[src/rtl/sha1_block_if.sv]
// sha1_block_if: word-in / digest-out handshake bundle for sha1_block_engine
interface sha1_block_if;
    logic         in_valid;
    logic         in_ready;
    logic [31:0]  in_word;
    logic         in_first;
    logic         out_valid;
    logic         out_ready;
    logic [159:0] out_digest;
    logic         busy;
    modport master (
        output in_valid, in_word, in_first, out_ready,
        input  in_ready, out_valid, out_digest, busy
    );
    modport slave (
        input  in_valid, in_word, in_first, out_ready,
        output in_ready, out_valid, out_digest, busy
    );
endinterface

[src/rtl/sha1_block_engine.sv]
// sha1_block_engine: SHA-1 compression of one 512-bit block at UNROLL rounds per clock,
// with feed-forward into H so consecutive blocks chain.
module sha1_block_engine #(
    parameter int UNROLL = 1
) (
    input logic         clk,
    input logic         rst,
    sha1_block_if.slave bus
);
    if (!(UNROLL == 1 || UNROLL == 2 || UNROLL == 4 || UNROLL == 5)) begin : g_bad_unroll
        $error("sha1_block_engine: UNROLL must be 1, 2, 4 or 5");
    end
    typedef enum logic [1:0] {LOAD, ROUND, FINAL, OUTPUT} state_t;
    localparam logic [31:0] IV [5] = '{32'h67452301, 32'hefcdab89, 32'h98badcfe,
                                       32'h10325476, 32'hc3d2e1f0};
    state_t      state_q, state_d;
    logic [3:0]  word_cnt_q, word_cnt_d;
    logic [6:0]  round_cnt_q, round_cnt_d;
    logic        out_valid_q, out_valid_d;
    logic [31:0] w_q [16];
    logic [31:0] w_d [16];
    logic [31:0] v_q [5];
    logic [31:0] v_d [5];
    logic [31:0] h_q [5];
    logic [31:0] h_d [5];
    logic [31:0] wx [16+UNROLL];
    logic [31:0] s [UNROLL+1][5];
    function automatic logic [31:0] rol(input logic [31:0] x, input int n);
        return (x << n) | (x >> (32 - n));
    endfunction
    function automatic logic [31:0] fk(input logic [6:0] t, input logic [31:0] b, c, d);
        return t < 7'd20 ? ((b & c) | (~b & d)) + 32'h5a827999 :
               t < 7'd40 ? (b ^ c ^ d) + 32'h6ed9eba1 :
               t < 7'd60 ? ((b & c) | (b & d) | (c & d)) + 32'h8f1bbcdc :
                           (b ^ c ^ d) + 32'hca62c1d6;
    endfunction
    // wx[j] holds W_{t+j}; the entries past 15 are the schedule words this edge needs
    always_comb begin
        for (int j = 0; j < 16; j++) wx[j] = w_q[j];
        for (int j = 16; j < 16 + UNROLL; j++)
            wx[j] = rol(wx[j-3] ^ wx[j-8] ^ wx[j-14] ^ wx[j-16], 1);
        for (int i = 0; i < 5; i++) s[0][i] = v_q[i];
        for (int u = 0; u < UNROLL; u++) begin
            s[u+1][0] = rol(s[u][0], 5) + fk(round_cnt_q + 7'(u), s[u][1], s[u][2], s[u][3])
                        + s[u][4] + wx[u];
            s[u+1][1] = s[u][0];
            s[u+1][2] = rol(s[u][1], 30);
            s[u+1][3] = s[u][2];
            s[u+1][4] = s[u][3];
        end
    end
    always_comb begin
        state_d     = state_q;
        word_cnt_d  = word_cnt_q;
        round_cnt_d = round_cnt_q;
        out_valid_d = out_valid_q;
        w_d         = w_q;
        v_d         = v_q;
        h_d         = h_q;
        if (state_q == LOAD && bus.in_valid) begin
            for (int j = 0; j < 15; j++) w_d[j] = w_q[j+1];
            w_d[15]    = bus.in_word;
            word_cnt_d = word_cnt_q + 4'd1;
            if (word_cnt_q == 4'd0) begin
                for (int i = 0; i < 5; i++) begin
                    h_d[i] = bus.in_first ? IV[i] : h_q[i];
                    v_d[i] = bus.in_first ? IV[i] : h_q[i];
                end
            end
            round_cnt_d = '0;
            state_d     = word_cnt_q == 4'd15 ? ROUND : LOAD;
        end
        if (state_q == ROUND) begin
            for (int j = 0; j < 16; j++) w_d[j] = wx[j+UNROLL];
            for (int i = 0; i < 5; i++) v_d[i] = s[UNROLL][i];
            round_cnt_d = round_cnt_q + 7'(UNROLL);
            state_d     = round_cnt_q == 7'(80 - UNROLL) ? FINAL : ROUND;
        end
        if (state_q == FINAL) begin
            for (int i = 0; i < 5; i++) h_d[i] = h_q[i] + v_q[i];
            out_valid_d = 1'b1;
            state_d     = OUTPUT;
        end
        if (state_q == OUTPUT && bus.out_ready) begin
            out_valid_d = 1'b0;
            state_d     = LOAD;
        end
    end
    always_ff @(posedge clk or posedge rst) begin
        if (rst) begin
            state_q     <= LOAD;
            word_cnt_q  <= '0;
            round_cnt_q <= '0;
            out_valid_q <= 1'b0;
            w_q         <= '{default: '0};
            v_q         <= '{default: '0};
            h_q         <= IV;
        end else begin
            state_q     <= state_d;
            word_cnt_q  <= word_cnt_d;
            round_cnt_q <= round_cnt_d;
            out_valid_q <= out_valid_d;
            w_q         <= w_d;
            v_q         <= v_d;
            h_q         <= h_d;
        end
    end
    assign bus.in_ready   = state_q == LOAD;
    assign bus.busy       = state_q == ROUND || state_q == FINAL;
    assign bus.out_valid  = out_valid_q;
    assign bus.out_digest = {h_q[0], h_q[1], h_q[2], h_q[3], h_q[4]};
endmodule

[src/flat_wrapper.sv]
// flat-port wrapper written by rule: the top's interface ports become plain ports
module sha1_block_engine_flat 
#(
    parameter int UNROLL = 1
)
  (clk, rst, bus_in_valid, bus_in_word, bus_in_first, bus_out_ready, bus_in_ready, bus_out_valid, bus_out_digest, bus_busy);
  sha1_block_if bus_i ();
  input logic clk;
  input logic rst;
  input wire logic [$bits(bus_i.in_valid)-1:0] bus_in_valid;
  input wire logic [$bits(bus_i.in_word)-1:0] bus_in_word;
  input wire logic [$bits(bus_i.in_first)-1:0] bus_in_first;
  input wire logic [$bits(bus_i.out_ready)-1:0] bus_out_ready;
  output wire logic [$bits(bus_i.in_ready)-1:0] bus_in_ready;
  output wire logic [$bits(bus_i.out_valid)-1:0] bus_out_valid;
  output wire logic [$bits(bus_i.out_digest)-1:0] bus_out_digest;
  output wire logic [$bits(bus_i.busy)-1:0] bus_busy;
  assign bus_i.in_valid = bus_in_valid;
  assign bus_i.in_word = bus_in_word;
  assign bus_i.in_first = bus_in_first;
  assign bus_i.out_ready = bus_out_ready;
  assign bus_in_ready = bus_i.in_ready;
  assign bus_out_valid = bus_i.out_valid;
  assign bus_out_digest = bus_i.out_digest;
  assign bus_busy = bus_i.busy;
  sha1_block_engine #(.UNROLL(UNROLL)) u_core (.clk(clk), .rst(rst), .bus(bus_i));
endmodule
[config.mk]
export PLATFORM = sky130hd
export DESIGN_NAME = sha1_block_engine_flat
export DESIGN_NICKNAME = d
export VERILOG_FILES = /design/src/rtl/sha1_block_if.sv /design/src/rtl/sha1_block_engine.sv /design/src/flat_wrapper.sv
export SDC_FILE = /design/constraint.sdc
export NUM_CORES = 2
export LEC_CHECK = 0
export CORE_UTILIZATION = 65
export DETAILED_ROUTE_END_ITERATION = 10
export PLACE_DENSITY = 0.89
export SYNTH_ARGS = -nofsm -noshare
export SYNTH_HDL_FRONTEND = slang
export SYNTH_SLANG_ARGS = --single-unit
[constraint.sdc]
create_clock -name clk -period 53.7 [get_ports clk]
set_input_delay 8.055 -clock clk [delete_from_list [all_inputs] [get_ports clk]]
set_output_delay 8.055 -clock clk [all_outputs]
set_load 0.005 [all_outputs]
---- Word level (Yosys, flattened, before mapping) ----
Index checks and enable logic that the tools add are counted.
operators by class
  bitwise gates (word level) .............. 16
  reductions and logical operators ........ 13
  eq/ne operators ......................... 5
  mux-type cells .......................... 24
  add/sub/neg operators ................... 14
  magnitude comparators ................... 3
operator list
  operator                                                               number
  512-bit 2-to-1 mux                                                     2
  160-bit 2-to-1 mux                                                     4
  32-bit adder                                                           8
  32-bit 2-to-1 mux                                                      8
  32-bit bitwise XOR                                                     5
  32-bit bitwise AND                                                     4
  32-bit OR                                                              3
  32-bit by 31-bit adder with 32-bit output (second input constant)      2
  32-bit adder (second input constant)                                   2
  32-bit inverter                                                        1
  32-bit by 1-bit OR with 32-bit output                                  1
  32-bit by 30-bit OR with 32-bit output                                 1
  32-bit by 5-bit OR with 32-bit output                                  1
  7-bit by 6-bit < comparator with 1-bit output (second input constant)  2
  7-bit 2-to-1 mux                                                       2
  2-bit 2-to-1 mux                                                       5
  2-bit nonzero test                                                     5
  7-bit by 1-bit adder with 7-bit output (second input constant)         1
  7-bit == test (second input constant)                                  1
  7-bit by 5-bit < comparator with 1-bit output (second input constant)  1
  4-bit by 1-bit adder with 4-bit output (second input constant)         1
  2-bit == test (second input constant)                                  2
  4-bit == test (second input constant)                                  1
  4-bit zero test                                                        1
  other kinds (7)                                                        11
storage, ports and cells
  bits of input ports ..................... 37
  logic and storage cells ................. 105
  output and inout bits ................... 163
  bits in registers ....................... 846

---- Longest topological paths before layout ----
  word-level depth ........................ 11
  gate-level depth with buffers ........... 29

---- Least setup slack after synthesis ----
OpenSTA, ideal clock, no wires.
  kind .................................... in2reg
  start point ............................. input bus_in_valid
  end point ............................... register u_core.h_q, in the netlist u_core.bus.out_digest[107]
  arrival ................................. 9.663 ns
  data required time ...................... 53.627 ns
  stages .................................. 10
  setup slack ............................. 43.964 ns
  setup time .............................. 0.073 ns
  path through ............................ nand2_1 > nor3_1 > and2_1 > clkbuf_1 > nand2_1 > nand2_1 > clkbuf_1 > buf_1 > nor2_1 > a21oi_1
between the ends
  cells in the longest elaborated chain, start to end .. 3
RTL lines
  what                           line                      text
  from (decl)                    flat_wrapper.sv:10        input wire logic [$bits(bus_i.in_valid)-1:0] bus_in_valid;
  1-bit logical AND              sha1_block_engine.sv:60   if (state_q == LOAD && bus.in_valid) begin
  2-bit nonzero test (no line)   --
  2-bit AND reduction (no line)  --
  to (signal assigned)           sha1_block_engine.sv:97   h_q <= IV;
  to (signal assigned)           sha1_block_engine.sv:105  h_q <= h_d;
  to (decl)                      sha1_block_engine.sv:24   logic [31:0] h_q [5];
Every way passes these cells.
A chain may end at the register's enable or synchronous reset.

==> results.sh <==
export IMPL_holdBufCountCts=0
export IMPL_clock_latency_ns=0.68
export IMPL_routedWlPerCell_um=24.3
export IMPL_most_common_layout_cells="dfrtp_1, mux2_2, nand2_1"
export IMPL_nets=5154
export IMPL_drt_total_wl_mm=143
export IMPL_die_area_sq_um=76400
export IMPL_synth_cell_type_count=103
export IMPL_min_delay_path_class="reg2reg"
export IMPL_grt_use_total_pct=37.2
export IMPL_path_clk_slew_ns=0.06
export IMPL_crit_required_ns=54.35
export IMPL_finClkSkew_ns=0.0392
export IMPL_fin_crit_sh_pct=24.6
export IMPL_synth_flop_cell="dfrtp_1"
export IMPL_fin_crit_ns=13.24
export IMPL_finalHoldViolCount=0
export IMPL_cp_common_cell="buf_4"
export IMPL_syn_nets=5070
export IMPL_maxCapViolCount=0
export IMPL_drt_pass1_iterations=8
export IMPL_die_y_um=276
export IMPL_rsz0062_at_grt="no"
export IMPL_drcViolationCount=0
export IMPL_area_growth_syn_to_layout_pct=11.7
export IMPL_start_util_pct=65.8
export IMPL_ys_seq_area_share_pct=43.5
export IMPL_final_setup_viol_count=0
export IMPL_synth_edff_count=0
export IMPL_viasPerCell=6.52
export IMPL_overflow=0
export IMPL_io_buffers=199
export IMPL_holdPathStages=1
export IMPL_rows=100
export IMPL_slowest_delay_ns=0.90
export IMPL_ys_async_sr_fraction_pct=100
export IMPL_post_cts_buffers=0
export IMPL_worstSetupPathType="in2async"
export IMPL_place_congestion=1.04
export IMPL_crit_slowest_cell="buf_4"
export IMPL_status="completed"
export IMPL_antenna_found_initial=4
export IMPL_grt_pass1_wl_mm=221
export IMPL_syn_inst=4736
export IMPL_dpl_hpwl_mm=96.3
export IMPL_fin_ws_ns=40.46
export IMPL_slew_headroom_pct=25.6
export IMPL_tightest_slew_ns=1.12
export IMPL_io_pin_count=200
export IMPL_grt_max_degree=220
export IMPL_grt_pass1_vias=38000
export IMPL_start_kind="input port"
export IMPL_initialDrtViolationCount=4133
export IMPL_postSynthAreaPerCell_sq_um=10.3
export IMPL_reg2reg_depth=27
export IMPL_path_max_fanout=182
export IMPL_vias=38200
export IMPL_clock_fmax_ghz=0.0756
export IMPL_ys_warn_count=0
export IMPL_cp_end_kind="async pin"
export IMPL_cts_max_level=3
export IMPL_clockBufferDepth=3
export IMPL_synth_seq_cells=846
export IMPL_path_cells="clkdlybuf4s50_1 -> inv_8 -> buf_4 -> buf_4 -> buf_12 -> buf_4 -> buf_4"
export IMPL_die_w_um=276
export IMPL_cts_resized=0
export IMPL_drive_above_1_share_pct=16.3
export IMPL_fin_setup_tns_ns=0
export IMPL_syn_area_sq_um=49000
export IMPL_maxSlewViolCount=0
export IMPL_cts_root_buf="clkbuf_16"
export IMPL_cts_tree="done"
export IMPL_core_area_sq_um=74400
export IMPL_cts_inserted_buffers=85
export IMPL_final_antenna_net_count=0
export IMPL_place_ws_ns=39.70
export IMPL_cp_arrival_ns=13.88
export IMPL_final_common_cell="dfrtp_1"
export IMPL_clock_sinks=846
cells by family after synthesis:
kind of cell / Yosys count / synth area share [%]
compound gates: 1130 / 14.8
xor+xnor: 312 / 5.58
fa+ha+maj: 297 / 9.11
buf+inv: 499 / 3.83
flops: 846 / 43.5
mux: 548 / 12.5
simple gates: 1104 / 10.7
routing by layer:
metal	vias up	wire length [um]	global-route usage (%)	share of wire, %
met2	2023	66400	59.4	47
met1	18800	52700	46.5	37
met3	535	12700	7.80	8.9
li1	16900	-	-	-
met5	-	27	0	0.019
met4	4	10700	23.5	7.5
flip-flops by register name, indices dropped and copies added, names as in the netlist:
name                   cells
u_core.state_q             2
u_core.w_q               512
u_core.bus.out_digest    160
u_core.round_cnt_q         7
u_core.bus.out_valid       1
u_core.word_cnt_q          4
u_core.s                 160
final timing paths:
kind                       slack (ns)               to            start
setup / recovery                40.46     u_core.s[25]              rst
max in group clk                40.97  u_core.w_q[227]     bus_in_valid
setup reg to reg                46.14    u_core.s[127]    u_core.s[257]
min in group asynchronous        7.96   u_core.w_q[66]              rst
hold / removal                   0.50  u_core.w_q[163]  u_core.w_q[131]
hold reg to reg                  0.50  u_core.w_q[163]  u_core.w_q[131]
per-stage QoR:
stage          util, %  hold slack [ns]  area, sq um  cells
6_report          73.5            0.499        54700   5863
5_1_grt           73.5            0.514        54700   5862
4_1_cts           73.5            0.497        54700   5862
3_5_place_dp      69.3            0.489        51600   5702
3_3_place_gp      69.3            0.478        51600   5702
2_1_floorplan        -            0.468        49000   4736
critical path: cells and delay by family:
family,cells,cell delay [ns]
buf+inv,7,5.38
cell type report:
type,count,area (sq um)
sequential,846,21300
antenna,1,2.50
fill,4789,19700
inverter,267,1010
clock inverter,44,698
clock buffer,116,2370
tap,969,1210
multi-input combinational,3391,25900
timing repair buffer,229,2280
Yosys cell counts, types with 20 or more instances:
cell	n	area, sq um
nor3_1	132	661
inv_1	267	1000
o21bai_1	20	150
o21ai_1	30	150
mux2_2	483	5440
nand2_1	363	1360
o21ai_0	250	1250
a31oi_1	37	231
dfstp_2	80	2100
o211ai_1	21	158
xor2_1	142	1240
o31ai_1	81	608
nand3_1	61	305
nor2_1	279	1050
mux2i_1	63	631
a21oi_1	324	1620
dfrtp_1	766	19200
and3_1	33	206
ha_1	198	2480
o21a_1	31	233
o22ai_1	23	144
nor3b_1	81	608
fa_1	99	1980
a211oi_1	60	450
nand2b_1	40	250
a21o_1	97	728
clkbuf_1	218	818
xnor2_1	170	1490
Power is not shown: default switching activity piles up to over one toggle a cycle in this logic, so the estimate is an artifact.
